## config.mk

```make
export PLATFORM = sky130hd
export DESIGN_NAME = buttons_in
export DESIGN_NICKNAME = d
export VERILOG_FILES = /design/src/rtl/buttons_in.sv
export SDC_FILE = /design/constraint.sdc
export NUM_CORES = 1
export LEC_CHECK = 0
export BUFFER_PORTS_ARGS = -buffer_cell sky130_fd_sc_hd__buf_4
export CAP_MARGIN = 5
export CORE_ASPECT_RATIO = 1.1
export CORE_MARGIN = 2
export CORE_UTILIZATION = 40
export CTS_CLUSTER_DIAMETER = 200
export DETAILED_ROUTE_END_ITERATION = 6
export GPL_TIMING_DRIVEN = 0
export HOLD_SLACK_MARGIN = 0.02
export PLACE_DENSITY_LB_ADDON = 0.25
export SYNTH_ARGS = -nofsm -noshare
export SYNTH_HDL_FRONTEND = slang
export SYNTH_SLANG_ARGS = --single-unit
```

## constraint.sdc

```tcl
create_clock -name csi_clk -period 1.4 [get_ports csi_clk]
set_input_delay 0.28 -clock csi_clk [delete_from_list [all_inputs] [get_ports csi_clk]]
set_output_delay 0.28 -clock csi_clk [all_outputs]
set_load 0.005 [all_outputs]
```

## src/rtl/buttons_in.sv

```systemverilog
// rtl/buttons_in.sv - Avalon-MM push-button input port: sync, debounce, edge capture, maskable irq.
// Optional debouncer enabled by defining BUTTONS_IN_DEBOUNCE_EN; otherwise level is sync delayed one cycle.
module buttons_in #(
   parameter int WIDTH           = 4,
   parameter int DEBOUNCE_CYCLES = 50000
) (
   input  logic             csi_clk,
   input  logic             csi_reset,
   input  logic [3:0]       avs_s1_address,
   input  logic             avs_s1_read,
   output logic [7:0]       avs_s1_readdata,
   input  logic             avs_s1_write,
   input  logic [7:0]       avs_s1_writedata,
   input  logic [WIDTH-1:0] user_datain_0,
   output logic             ins_irq0_irq
);

   logic [WIDTH-1:0] meta_q, sync_q;
   logic [WIDTH-1:0] level_q, level_d;
   logic [WIDTH-1:0] edge_q, edge_d;
   logic [WIDTH-1:0] mask_q, mask_d;
   logic [WIDTH-1:0] wdata;
   logic [WIDTH-1:0] edge_clr;
   logic [7:0]       readdata_q, readdata_d;
   logic             unused_wdata;

   assign wdata        = avs_s1_writedata[WIDTH-1:0];
   assign unused_wdata = ^avs_s1_writedata;

`ifdef BUTTONS_IN_DEBOUNCE_EN
   localparam int CW = (DEBOUNCE_CYCLES > 2) ? $clog2(DEBOUNCE_CYCLES) : 1;
   localparam logic [CW-1:0] TERM = CW'(DEBOUNCE_CYCLES - 1);

   logic [CW-1:0] cnt_q [WIDTH];
   logic [CW-1:0] cnt_d [WIDTH];

   // A bit's counter only runs while sync disagrees with the accepted level.
   always_comb begin
      level_d = level_q;
      for (int i = 0; i < WIDTH; i++) begin
         cnt_d[i] = '0;
         if (sync_q[i] != level_q[i]) begin
            if (cnt_q[i] == TERM) begin
               level_d[i] = sync_q[i];
            end else begin
               cnt_d[i] = cnt_q[i] + 1'b1;
            end
         end
      end
   end

   always_ff @(posedge csi_clk or posedge csi_reset) begin
      if (csi_reset) begin
         for (int i = 0; i < WIDTH; i++) cnt_q[i] <= '0;
      end else begin
         for (int i = 0; i < WIDTH; i++) cnt_q[i] <= cnt_d[i];
      end
   end
`else
   localparam int unused_debounce_cycles = DEBOUNCE_CYCLES;

   assign level_d = sync_q;
`endif

   // A rising level in the same cycle as a W1C keeps the bit set.
   assign edge_clr = (avs_s1_write && avs_s1_address == 4'd1) ? wdata : '0;
   assign edge_d   = (edge_q & ~edge_clr) | (level_d & ~level_q);
   assign mask_d   = (avs_s1_write && avs_s1_address == 4'd2) ? wdata : mask_q;

   always_comb begin
      readdata_d = '0;
      case (avs_s1_address)
         4'd0:    readdata_d[WIDTH-1:0] = level_q;
         4'd1:    readdata_d[WIDTH-1:0] = edge_q;
         4'd2:    readdata_d[WIDTH-1:0] = mask_q;
         4'd3:    readdata_d[WIDTH-1:0] = sync_q;
         default: readdata_d = '0;
      endcase
   end

   always_ff @(posedge csi_clk or posedge csi_reset) begin
      if (csi_reset) begin
         meta_q     <= '0;
         sync_q     <= '0;
         level_q    <= '0;
         edge_q     <= '0;
         mask_q     <= '0;
         readdata_q <= '0;
      end else begin
         meta_q  <= user_datain_0;
         sync_q  <= meta_q;
         level_q <= level_d;
         edge_q  <= edge_d;
         mask_q  <= mask_d;
         if (avs_s1_read) begin
            readdata_q <= readdata_d;
         end
      end
   end

   assign avs_s1_readdata = readdata_q;
   assign ins_irq0_irq    = |(edge_q & mask_q);

endmodule

```

==> summary.txt, run 1 <==
status -> finished, final reports clean
Reg area -> 601 sq um
CP max stage delay -> 450 ps
initial core utilization -> 42.9%
CP cell instances -> buf_4 > or3b_4 > or3b_4 > mux2_4
Internal -> 1.01 mW
Die Y-Extent -> 56.0 um
Num CTS Buffers -> 3
vias per cell -> 4.76
VDD IR max -> 0.711 mV
H-tree Lvls -> 1
num rows -> 18
CTS tree -> yes
IO Port Bufs -> 19
WP data required -> 1600 ps
placed insts -> 126
power per cell area -> 1080 nW/um^2
Skew-Pair Late Insertion Delay -> 300 ps
via count -> 628
First DRT Iteration DRCs -> 4
vias in the first global route -> 643
Final ANT Viol Nets -> 0
Hold Fails Final Rpt -> 0
ant diodes -> 0
Pre-Repair DR Iteration Count -> 4
DR WL/cell -> 13.0 um
grt total ovfl -> 0
CTS root buffer -> clkbuf_4
Synth Instances -> 74
Worst Setup Path Type -> in2reg
Post-Syn Area -> 985 sq um
Netlist cell types -> 13
fraction of layout cells with a size suffix above 1 -> 40.2%
worst path arrival time -> 1580 ps
Layout area overhead -> 24.9%
Clock Sinks -> 24
Slew HR -> 41.3%
Synth Warn # -> 0
syn_area_per_cell -> 13.3 sq um
# fillers -> 205
core footprint -> 2300 sq um
first-pass GRT wire length -> 2970 um
clock slew seen by the registers of the worst setup and hold paths -> 120 ps
Synth Register Bits -> 24
largest net degree at the start of global routing -> 25
# IOs -> 29
leakage power -> 0.598 nW
Worst setup EP type -> register
Slew Limit Fails -> 0
unrepaired setup endpoints after global routing -> true
switch share -> 23.5%
Max Freq -> 724 MHz
Total Power -> 1.32 mW
Nets -> 124
Post-CTS Hold Buffers -> 0
final std cells w/o fill -> 132
Clk network pwr share -> 21.9%
leading cell types in the layout, fill and taps excluded -> buf_4, dfrtp_1, inv_1
Setup violations, final -> 0
Longest Clk Path Bufs -> 2
Logic pwr share -> 18.8%
minimum clock period -> 1380 ps
Global Route Usage Sum -> 13.8%
leading cell type in the layout, fill and taps excluded -> buf_4
Least-Margin Pin Slew -> 879 ps
total of max-cap violations -> 0
die area -> 2870 sq um
Psw -> 0.311 mW
Die Width -> 51.3 um
Crit Path Max Fanout -> 5
crit path max-delay cell type -> or3b_4
post-detail-place hpwl -> 1210 um
multi-input combinational cell area -> 314 sq um
final setup skew -> 5.68 ps
sequential element share of the synthesized area -> 61.0%
DRC Markers -> 0
sequential power share -> 59.4%
startpoint types -> input port
initial antenna violation count -> 0
fin crit share -> 98.7%
Worst Hold Class -> in2reg
cell mode on critical path -> or3b_4
gpl congestion -> 0.698
final wirelength -> 1720 um
## kinds of logic (layout without fill, tap and decap cells)
kind of cell	count (synthesis)	count (layout)	share of synthesized area [%]
flip-flops	24	24	61.0
multiplexers	8	8	15.2
AND/OR/NAND/NOR	9	9	6.48
buffers and inverters	18	43	8.77
AO/OA/AOI/OAI	14	14	8.13
other	1	4	0.381
## per-stage QoR
stage	setup TNS (ps)	hold slack (ps)	utilization (%)	instance area (sq um)	setup WS, ps
finish	0	70.5	53.5	1230	18.2
global route	-75.7	39.6	53.5	1230	-75.7
CTS	-6.23	61.2	53.4	1230	-6.23
detailed placement	-1170	335	51.2	1180	-296
global placement	-1160	333	51.2	1180	-292
floorplan	-452	295	-	996	-113
## state kept, by name (all words and copies together), names as in the netlist
name	flops
mask_q	4
edge_q	4
avs_s1_readdata	4
meta_q	4
level_d	4
level_q	4
## per-layer routing
layer / vias up / global-route usage (%) / part of all wire (%)
met1: 306 / 17.9 / 42
met3: 4 / 3.49 / 6.6
met2: 18 / 21.5 / 50
met4: 0 / 6.39 / 1.1
li1: 300 / - / -
met5: - / 0 / 0
## synthesized netlist by cell type, drive strengths merged
cell / n / share of area (%)
a22oi: 2 / 1.5
buf: 5 / 3.8
conb: 1 / 0.38
dfrtp: 24 / 61
inv: 13 / 5.0
mux2: 4 / 6.1
mux4: 4 / 9.1
nand2: 2 / 0.76
nand3b: 4 / 3.0
nor2: 1 / 0.38
o21ai: 8 / 4.1
o22ai: 4 / 2.5
or3b: 2 / 2.3
## power by group through the flow
| stage | logic (mW) | registers [mW] | clock network [mW] |
|---|---|---|---|
| finish | 0.249 | 0.786 | 0.289 |
| global route | 0.275 | 0.794 | 0.337 |
| floorplan | 0.139 | 0.789 | 0 |
| detailed placement | 0.217 | 0.800 | 0 |
| CTS | 0.245 | 0.786 | 0.302 |
| global placement | 0.214 | 0.797 | 0 |
## worst max-delay path: cells and delay by family
family                 cells  cell delay [ps]
muxes                      1              310
buffers and inverters      1              110
and+or+nand+nor            2              880
## path summary, 6_finish.rpt
kind,start,to,slack (ps),cells past startpoint
setup / recovery,avs_s1_address[3],mask_q[1],20,4
hold / removal,user_datain_0[3],meta_q[3],70,1
setup reg to reg,edge_q[1],avs_s1_readdata[1],170,4
hold reg to reg,meta_q[1],level_d[1],360,0
max in group asynchronous,csi_reset,level_q[1],710,2
min in group asynchronous,csi_reset,meta_q[3],150,2
## what timing repair did
action / 4_1_cts / 5_1_grt
pin swaps: 3 / 0
endpoints found under the setup margin: 1 / 1
buffers inserted: 3 / 0
gates resized for setup: 1 / 1
## cell type report
| class | instances | share of cell area (%) |
|---|---|---|
| clock buffers | 3 | 1.83 |
| inverters | 13 | 3.97 |
| flip-flops and latches | 24 | 48.8 |
| repair buffers | 22 | 13.7 |
| multi-input cells | 35 | 25.5 |
| plain buffers | 5 | 3.05 |
| well taps | 30 | 3.05 |
Note: power is estimated with default switching activity, not from simulation.
==> run 2: changes to the inputs <==
==> constraint.sdc (replaced) <==
create_clock -name csi_clk -period 1.7 [get_ports csi_clk]
set_input_delay 0.34 -clock csi_clk [delete_from_list [all_inputs] [get_ports csi_clk]]
set_output_delay 0.34 -clock csi_clk [all_outputs]
set_load 0.005 [all_outputs]
==> summary.txt, run 2 (synthesis results as in run 1) <==
Global Route Usage Sum -> 13.6%
gpl congestion -> 0.698
die area -> 2870 sq um
via count -> 600
Clock Sinks -> 24
power per cell area -> 886 nW/um^2
H-tree Lvls -> 1
worst path arrival time -> 1140 ps
Buffers & Inverters on Critical Path -> 1
Total Negative Setup Slacks -> 0 ps
post-detail-place hpwl -> 1210 um
setup bufs post-CTS -> 0
Longest Clk Path Bufs -> 2
fin crit share -> 87.3%
Placement Cell Area -> 1180 sq um
leakage power -> 0.582 nW
Worst setup EP type -> output pin
Worst Hold Class -> in2reg
Post-CTS Hold Buffers -> 0
WP data required -> 1360 ps
Layout area overhead -> 21.7%
vias in the first global route -> 623
CP cell instances -> a22oi_1 > nand2_1 > buf_4
grt total ovfl -> 0
Nets -> 121
WP depth -> 3
Setup violations, final -> 0
# fillers -> 210
Num CTS Buffers -> 3
Worst Setup Path Type -> reg2out
num rows -> 18
Post-CTS Resized -> 0
core footprint -> 2300 sq um
initial core utilization -> 42.9%
Crit. Startpoint -> edge_q[1]
CTS root buffer -> clkbuf_4
status -> finished, final reports clean
DRC Markers -> 0
final setup skew -> 4.51 ps
Slew Limit Fails -> 0
Die Y-Extent -> 56.0 um
CP max stage delay -> 410 ps
final wirelength -> 1670 um
worst-case reg-to-reg path depth -> 3
IO Port Bufs -> 19
Max Freq -> 674 MHz
RR Endpoint -> avs_s1_readdata[2]
initial antenna violation count -> 0
clock slew seen by the registers of the worst setup and hold paths -> 120 ps
total of max-cap violations -> 0
VDD IR max -> 0.584 mV
Skew-Pair Late Insertion Delay -> 300 ps
leading cell types in the layout, fill and taps excluded -> buf_4, dfrtp_1, inv_1
delay-heaviest family, CP -> flip-flops
first-pass GRT wire length -> 2940 um
reg2reg setup slack -> 570 ps
CTS tree -> yes
vias per cell -> 4.65
ant diodes -> 0
Slew HR -> 41.5%
fraction of layout cells with a size suffix above 1 -> 37.4%
crit path max-delay cell type -> dfrtp_1
Crit Path Max Fanout -> 3
cell area after layout -> 1200 sq um
end of the critical path -> ins_irq0_irq
worst hold slack -> 131 ps
startpoint types -> register
Hold Fails Final Rpt -> 0
DR WL/cell -> 12.9 um
Final ANT Viol Nets -> 0
Pre-Repair DR Iteration Count -> 4
Least-Margin Pin Slew -> 876 ps
Die Width -> 51.3 um
unrepaired setup endpoints after global routing -> false
First DRT Iteration DRCs -> 5
largest net degree at the start of global routing -> 25
FF-to-FF Start -> mask_q[2]
# IOs -> 29
minimum clock period -> 1480 ps
run 2: worst min path at each step:
stage / from / to / slack, ps / cells after the start
2_1_floorplan: meta_q[0] / level_d[0] / 330 / 0
3_3_place_gp: meta_q[0] / level_d[0] / 330 / 0
3_5_place_dp: meta_q[0] / level_d[0] / 330 / 0
4_1_cts: user_datain_0[0] / meta_q[0] / 120 / 1
5_1_grt: user_datain_0[0] / meta_q[0] / 100 / 1
6_report: user_datain_0[0] / meta_q[0] / 130 / 1
run 2: where the power goes:
part	switching (mW)	total, mW	leakage, nW	internal, mW
clock network	0.155	0.237	0.0138	0.0826
registers	0.0307	0.648	0.279	0.617
logic	0.0627	0.177	0.290	0.114
run 2: per-layer routing:
metal,vias up,GRT usage [%],wire length [um]
met3,2,2.96,112
li1,294,-,-
met1,286,18.3,695
met4,0,5.64,12
met5,-,0,0
met2,18,21.3,846
run 2: stage by stage:
| stage | util, % | worst slack, ps | cells | power [mW] |
|---|---|---|---|---|
| 4_1_cts | 52.2 | 186 | 129 | 1.08 |
| 5_1_grt | 52.2 | 126 | 129 | 1.13 |
| 3_3_place_gp | 51.2 | -52.2 | 126 | 0.832 |
| 3_5_place_dp | 51.2 | -56.0 | 126 | 0.838 |
| 2_1_floorplan | - | 127 | 77 | 0.764 |
| 6_report | 52.2 | 215 | 129 | 1.06 |
run 2: layout make-up:
class	count	area, sq um	area share (%)
well taps	30	37.5	3.13
repair buffers	19	143	11.9
inverters	13	48.8	4.07
clock buffers	3	22.5	1.88
plain buffers	5	37.5	3.13
flip-flops and latches	24	601	50.1
multi-input cells	35	309	25.8
